`config.mk`:
```
export PLATFORM = sky130hd
export DESIGN_NAME = rc5_key_mixer
export DESIGN_NICKNAME = d
export VERILOG_FILES = /design/src/rtl/rc5_key_mixer.sv
export SDC_FILE = /design/constraint.sdc
export NUM_CORES = 2
export LEC_CHECK = 0
export CAP_MARGIN = 30
export CORE_MARGIN = 1.5
export CORE_UTILIZATION = 53
export CTS_BUF_LIST = sky130_fd_sc_hd__clkbuf_8 sky130_fd_sc_hd__clkbuf_16
export CTS_CLUSTER_DIAMETER = 60
export DETAILED_ROUTE_END_ITERATION = 7
export PLACE_DENSITY = 0.72
export SYNTH_ARGS = -nofsm -noshare
export SYNTH_HDL_FRONTEND = slang
export SYNTH_SLANG_ARGS = --single-unit
```
`constraint.sdc`:
```
create_clock -name clk2 -period 37.2 [get_ports clk2]
set_input_delay 7.44 -clock clk2 [delete_from_list [all_inputs] [get_ports clk2]]
set_output_delay 7.44 -clock clk2 [all_outputs]
set_load 0.02 [all_outputs]
```
`src/rtl/rc5_key_mixer.sv`:
```
// RC5 key schedule, second stage: fills S from P/Q, then runs the 3*max(t,c) mix over S and L.
// The finished S table is read combinationally through s_raddr/s_rdata.
module rc5_key_mixer #(
    parameter int w        = 32,
    parameter int w_length = 5,
    parameter int r        = 12,
    parameter int t        = 26,
    parameter int t_length = 5,
    parameter int c        = 4,
    parameter int c_length = 2,
    parameter logic [w-1:0] P = 32'hB7E15163,
    parameter logic [w-1:0] Q = 32'h9E3779B9
) (
    input  logic                clk2,
    input  logic                rst,
    input  logic                l_we,
    input  logic [c_length-1:0] l_addr,
    input  logic [w-1:0]        l_data,
    input  logic                start,
    output logic                busy,
    output logic                done,
    output logic                key_valid,
    input  logic [t_length-1:0] s_raddr,
    output logic [w-1:0]        s_rdata
);

    // t is 2(r+1); the mix length is taken from the round count so both stay tied together
    localparam int table_size = 2 * (r + 1);
    localparam int mix_iters  = 3 * ((table_size > c) ? table_size : c);
    localparam int k_width    = $clog2(mix_iters + 1);

    localparam logic [t_length-1:0] i_last = t_length'(t - 1);
    localparam logic [c_length-1:0] j_last = c_length'(c - 1);
    localparam logic [k_width-1:0]  k_last = k_width'(mix_iters - 1);

    typedef enum logic [1:0] {
        ST_IDLE,
        ST_INIT,
        ST_MIX,
        ST_DONE
    } state_t;

    state_t               state_q, state_d;
    logic [w-1:0]         s_q [t];
    logic [w-1:0]         s_d [t];
    logic [w-1:0]         l_q [c];
    logic [w-1:0]         l_d [c];
    logic [w-1:0]         a_q, a_d;
    logic [w-1:0]         b_q, b_d;
    logic [t_length-1:0]  i_q, i_d;
    logic [c_length-1:0]  j_q, j_d;
    logic [k_width-1:0]   k_q, k_d;
    logic                 busy_q, busy_d;
    logic                 done_q, done_d;
    logic                 key_valid_q, key_valid_d;
    logic [w-1:0]         a_new;
    logic [w-1:0]         b_new;

    function automatic logic [w-1:0] rotl(input logic [w-1:0] x, input logic [w_length-1:0] n);
        return (n == '0) ? x : ((x << n) | (x >> (w - int'(n))));
    endfunction

    always_comb begin
        state_d     = state_q;
        s_d         = s_q;
        l_d         = l_q;
        a_d         = a_q;
        b_d         = b_q;
        i_d         = i_q;
        j_d         = j_q;
        k_d         = k_q;
        busy_d      = busy_q;
        done_d      = 1'b0;
        key_valid_d = key_valid_q;

        a_new = rotl(s_q[i_q] + a_q + b_q, w_length'(3));
        b_new = rotl(l_q[j_q] + a_new + b_q, w_length'(a_new + b_q));

        unique case (state_q)
            ST_IDLE: begin
                // the write lands before a same-cycle start, so the run sees the new word
                if (l_we) begin
                    l_d[l_addr] = l_data;
                end
                if (start) begin
                    state_d     = ST_INIT;
                    i_d         = '0;
                    key_valid_d = 1'b0;
                    busy_d      = 1'b1;
                end
            end
            ST_INIT: begin
                if (i_q == '0) begin
                    s_d[0] = P;
                end else begin
                    s_d[i_q] = s_q[i_q - 1'b1] + Q;
                end
                if (i_q == i_last) begin
                    state_d = ST_MIX;
                    a_d     = '0;
                    b_d     = '0;
                    i_d     = '0;
                    j_d     = '0;
                    k_d     = '0;
                end else begin
                    i_d = i_q + 1'b1;
                end
            end
            ST_MIX: begin
                s_d[i_q] = a_new;
                a_d      = a_new;
                l_d[j_q] = b_new;
                b_d      = b_new;
                i_d      = (i_q == i_last) ? '0 : i_q + 1'b1;
                j_d      = (j_q == j_last) ? '0 : j_q + 1'b1;
                k_d      = k_q + 1'b1;
                // done and key_valid rise together on the edge that leaves MIX
                if (k_q == k_last) begin
                    state_d     = ST_DONE;
                    busy_d      = 1'b0;
                    done_d      = 1'b1;
                    key_valid_d = 1'b1;
                end
            end
            ST_DONE: begin
                state_d = ST_IDLE;
            end
            default: begin
                state_d = ST_IDLE;
            end
        endcase
    end

    always_ff @(posedge clk2 or posedge rst) begin
        if (rst) begin
            state_q     <= ST_IDLE;
            a_q         <= '0;
            b_q         <= '0;
            i_q         <= '0;
            j_q         <= '0;
            k_q         <= '0;
            busy_q      <= 1'b0;
            done_q      <= 1'b0;
            key_valid_q <= 1'b0;
            for (int n = 0; n < t; n++) begin
                s_q[n] <= '0;
            end
            for (int n = 0; n < c; n++) begin
                l_q[n] <= '0;
            end
        end else begin
            state_q     <= state_d;
            s_q         <= s_d;
            l_q         <= l_d;
            a_q         <= a_d;
            b_q         <= b_d;
            i_q         <= i_d;
            j_q         <= j_d;
            k_q         <= k_d;
            busy_q      <= busy_d;
            done_q      <= done_d;
            key_valid_q <= key_valid_d;
        end
    end

    assign busy      = busy_q;
    assign done      = done_q;
    assign key_valid = key_valid_q;
    assign s_rdata   = (s_raddr <= i_last) ? s_q[s_raddr] : '0;

endmodule

```
==> qor.csv <==
stage,metric,value,unit
outcome,status,completed,
sta,period_share,52.2,%
synthesis,synthTopCellsByCount,"nand2_1 (1181), dfrtp_1 (1043), o21ai_0 (929)",
synthesis,synth_top_family_by_area,multiplexers,
worst_hold_path,hold_path.class,reg2reg,
pwr,powerDensity,32.4,mW/mm^2
pwr,cellLeakagePower,33.2,nW
cts,clock_path_buffers,3,
cts,post_cts_resized,0,
placement,place.gp.congestion,0.995,
cts,cts_tree,built,
cts,cts-root-buf,clkbuf_16,
synthesis,synth.area.mux_share,23.3,%
floorplanning,fp.dieW,371,um
synthesis,synth_top_area_share,36.5,%
drt,vias,63900,
synthesis,synth_cell_types,125,
sta,finalWorstSetupSlack,17.79,ns
cts,insertion_delay,0.78,ns
floorplanning,fp.dieH,371,um
synthesis,netlist_instances,7246,
synthesis,ys.flop_type,dfrtp_1,
sta,fin_setup_tns,0,ns
sta,tightest_slew,1.22,ns
placement,pre_cts_ws,17.91,ns
synthesis,synth_most_common_cell,nand2_1,
sta,max-slew-margin-rel,18.6,%
floorplanning,top_level_ports,78,
drt,drt-vias-per-instance,7.21,
worst_hold_path,min_path_cells,2,
synthesis,ys_warn_count,0,
sta,maxSlewViolCount,0,
layout,area_growth,8.86,%
sta,fmax,51.5,MHz
layout,nFillCells,11200,
drt,post-route-drc-count,0,
global_route,grtUsageTotal,39.3,%
flow_run,drv_cap,0,
synthesis,synthSimpleGateAreaFrac,12.0,%
pwr,peakVddDrop,0.0000369,V
critical_path,required,29.76,ns
global_route,grt_pass1_wl,403,mm
critical_path,cp.arrival,11.97,ns
synthesis,synthesis.nets,7437,
critical_path,crit_path_end_kind,output port,
floorplanning,num_rows,134,
sta,rsz0062_at_grt,no,
synthesis,synth_compound_area_share,18.6,%
drt,wl_per_cell,30.6,um
synthesis,async_reset_ff_share,100,%
floorplanning,die-area,0.137,mm^2
global_route,grt_max_degree,167,
cts,htreeDepth,3,
synthesis,syn_area,0.0716,mm^2
cts,cts_buffers,117,
sta,whs,0.488,ns
critical_path,path_class,in2out,
synthesis,synth_edf_count,0,
layout,post-route-util,58.2,%
synthesis,seq_area_frac_synth,36.5,%
synthesis,synthAdderAreaFrac,3.27,%
sta,hold_viol,0,
layout,nNetsFinal,7184,
global_route,antenna_found_initial,6,
synthesis,synth_top_cell_by_area,dfrtp_1,
drt,ant_nets,0,
layout,drive_gt1_share,16.3,%
critical_path,critPathMaxFanout,103,
sta,period_needed,19.41,ns
synthesis,ys_ff_latch,1043,
pwr,design_power_total,0.00253,W
cts,clk_pin_slew,0.06,ns
cts,cts.sink_count,1043,
synthesis,syn_avg_cell_area,9.88,um^2
global_route,grt_overflow_total,0,
placement,place.port_buffers,77,
drt,detail_route.iter0.violations,9585,
synthesis,synth_xor_area_share,1.22,%
sta,setup_viol,0,
sta,clock_skew,0.0443,ns
placement,dp_hpwl,177,mm
cts,cts_setup_buffers,0,
drt,finalWirelength,271,mm
critical_path,reg2reg_depth,34,
floorplanning,core,0.134,mm^2
floorplanning,initial_utilization,53.5,%
drt,dr.pass1.iters,7,
critical_path,startpoint_type,input port,
cts,hold_buffers,0,
global_route,grt_pass1_vias,60600,
synthesis,ys_top_cells_by_area,"dfrtp_1 (36%), mux4_2 (18%), o21ai_0 (6.5%)",
cell families (layout without fill, tap and decap cells):
kind of cell               Yosys count  after routing
other                                0              2
DFF                               1043           1043
and+or+nand+nor                   2050           2050
buffers and inverters              829            675
muxes                              884            884
xor gates and xnor gates            92             92
AOI/OAI and AO/OA                 2200           2200
adders and majority gates          148            148
metal layers:
metal | vias up | routed length (um) | track usage, %
met5 | - | 30 | 0
met2 | 4972 | 115000 | 56.3
met3 | 1108 | 36900 | 12.0
met4 | 4 | 21000 | 26.1
met1 | 31500 | 97900 | 51.7
li1 | 26400 | - | -
where the power goes:
part	total (W)	internal, W	switching [W]
Sequential	0.00113	0.00113	0
Clock	0.00128	0.000754	0.000523
Combinational	0.000117	0.0000392	0.0000780
Total	0.00253	0.00193	0.000601
layout make-up:
| type | count | area (um^2) | area share (%) |
|---|---|---|---|
| Antenna cell | 2 | 5.00 | 0.00642 |
| Tap cell | 1768 | 2210 | 2.84 |
| Clock inverter | 83 | 1040 | 1.33 |
| Sequential cell | 1043 | 26100 | 33.5 |
| Timing Repair Buffer | 281 | 2570 | 3.30 |
| Multi-Input combinational cell | 5374 | 42100 | 54.1 |
| Clock buffer | 135 | 3190 | 4.09 |
| Inverter | 176 | 671 | 0.861 |
flip-flops by register name (all words and copies together) (netlist names):
signal / flops
a_q: 32
b_q: 32
busy: 1
done: 1
i_q: 5
j_q: 2
k_q: 7
key_valid: 1
l_q: 128
s_q: 832
state_q: 2
through the flow:
step,area [um^2],std cells
after global placement,73200,8606
final,77900,8862
after floorplan,71600,7246
after CTS,77800,8853
after global routing,77900,8860
after detailed placement,73600,8635
final timing paths:
path,to,from,slack (ns)
setup / recovery,s_rdata[2],s_raddr[0],17.79
hold / removal,a_q[1],a_q[1],0.49
setup reg to reg,l_q[43],i_q[0],22.57
hold reg to reg,a_q[1],a_q[1],0.49
max in group asynchronous,i_q[2],rst,25.67
min in group asynchronous,s_q[368],rst,7.30
placed cells by master, fill, tap and decap left out, types with 18 or more instances in the layout:
| cell type | count |
|---|---|
| nand2_2 | 22 |
| a21oi_2 | 27 |
| nand2_1 | 1160 |
| xnor2_1 | 47 |
| a221oi_1 | 55 |
| dfrtp_1 | 1038 |
| mux2i_1 | 256 |
| inv_1 | 184 |
| a22oi_1 | 65 |
| mux4_1 | 37 |
| ha_1 | 79 |
| nor3_1 | 131 |
| buf_4 | 181 |
| mux4_2 | 575 |
| o221ai_1 | 36 |
| o211ai_1 | 58 |
| clkbuf_8 | 18 |
| nand4_1 | 23 |
| nor2_1 | 465 |
| clkbuf_16 | 119 |
| a31oi_1 | 79 |
| xor2_1 | 29 |
| fa_1 | 65 |
| nor2b_1 | 29 |
| o31ai_1 | 45 |
| o21ai_1 | 129 |
| o21ai_0 | 924 |
| clkdlybuf4s50_1 | 72 |
| o22ai_1 | 28 |
| a32oi_1 | 19 |
| and2_1 | 21 |
| and3_1 | 26 |
| nand2b_1 | 23 |
| bufinv_16 | 20 |
| a21oi_1 | 413 |
| a211oi_1 | 58 |
| a21o_1 | 44 |
| nand3_1 | 61 |
| clkinv_2 | 22 |
critical path, cell delays in order:
cell and delay (ns):
buf_8 0.53, buf_12 0.58, buf_4 0.80, mux2i_1 0.19
a221oi_1 0.44, nor2_1 0.07, o21ai_0 0.36, nor2_1 0.08
a21oi_1 0.39, clkdlybuf4s50_1 0.70
Note: power is estimated with default switching activity, not from simulation.
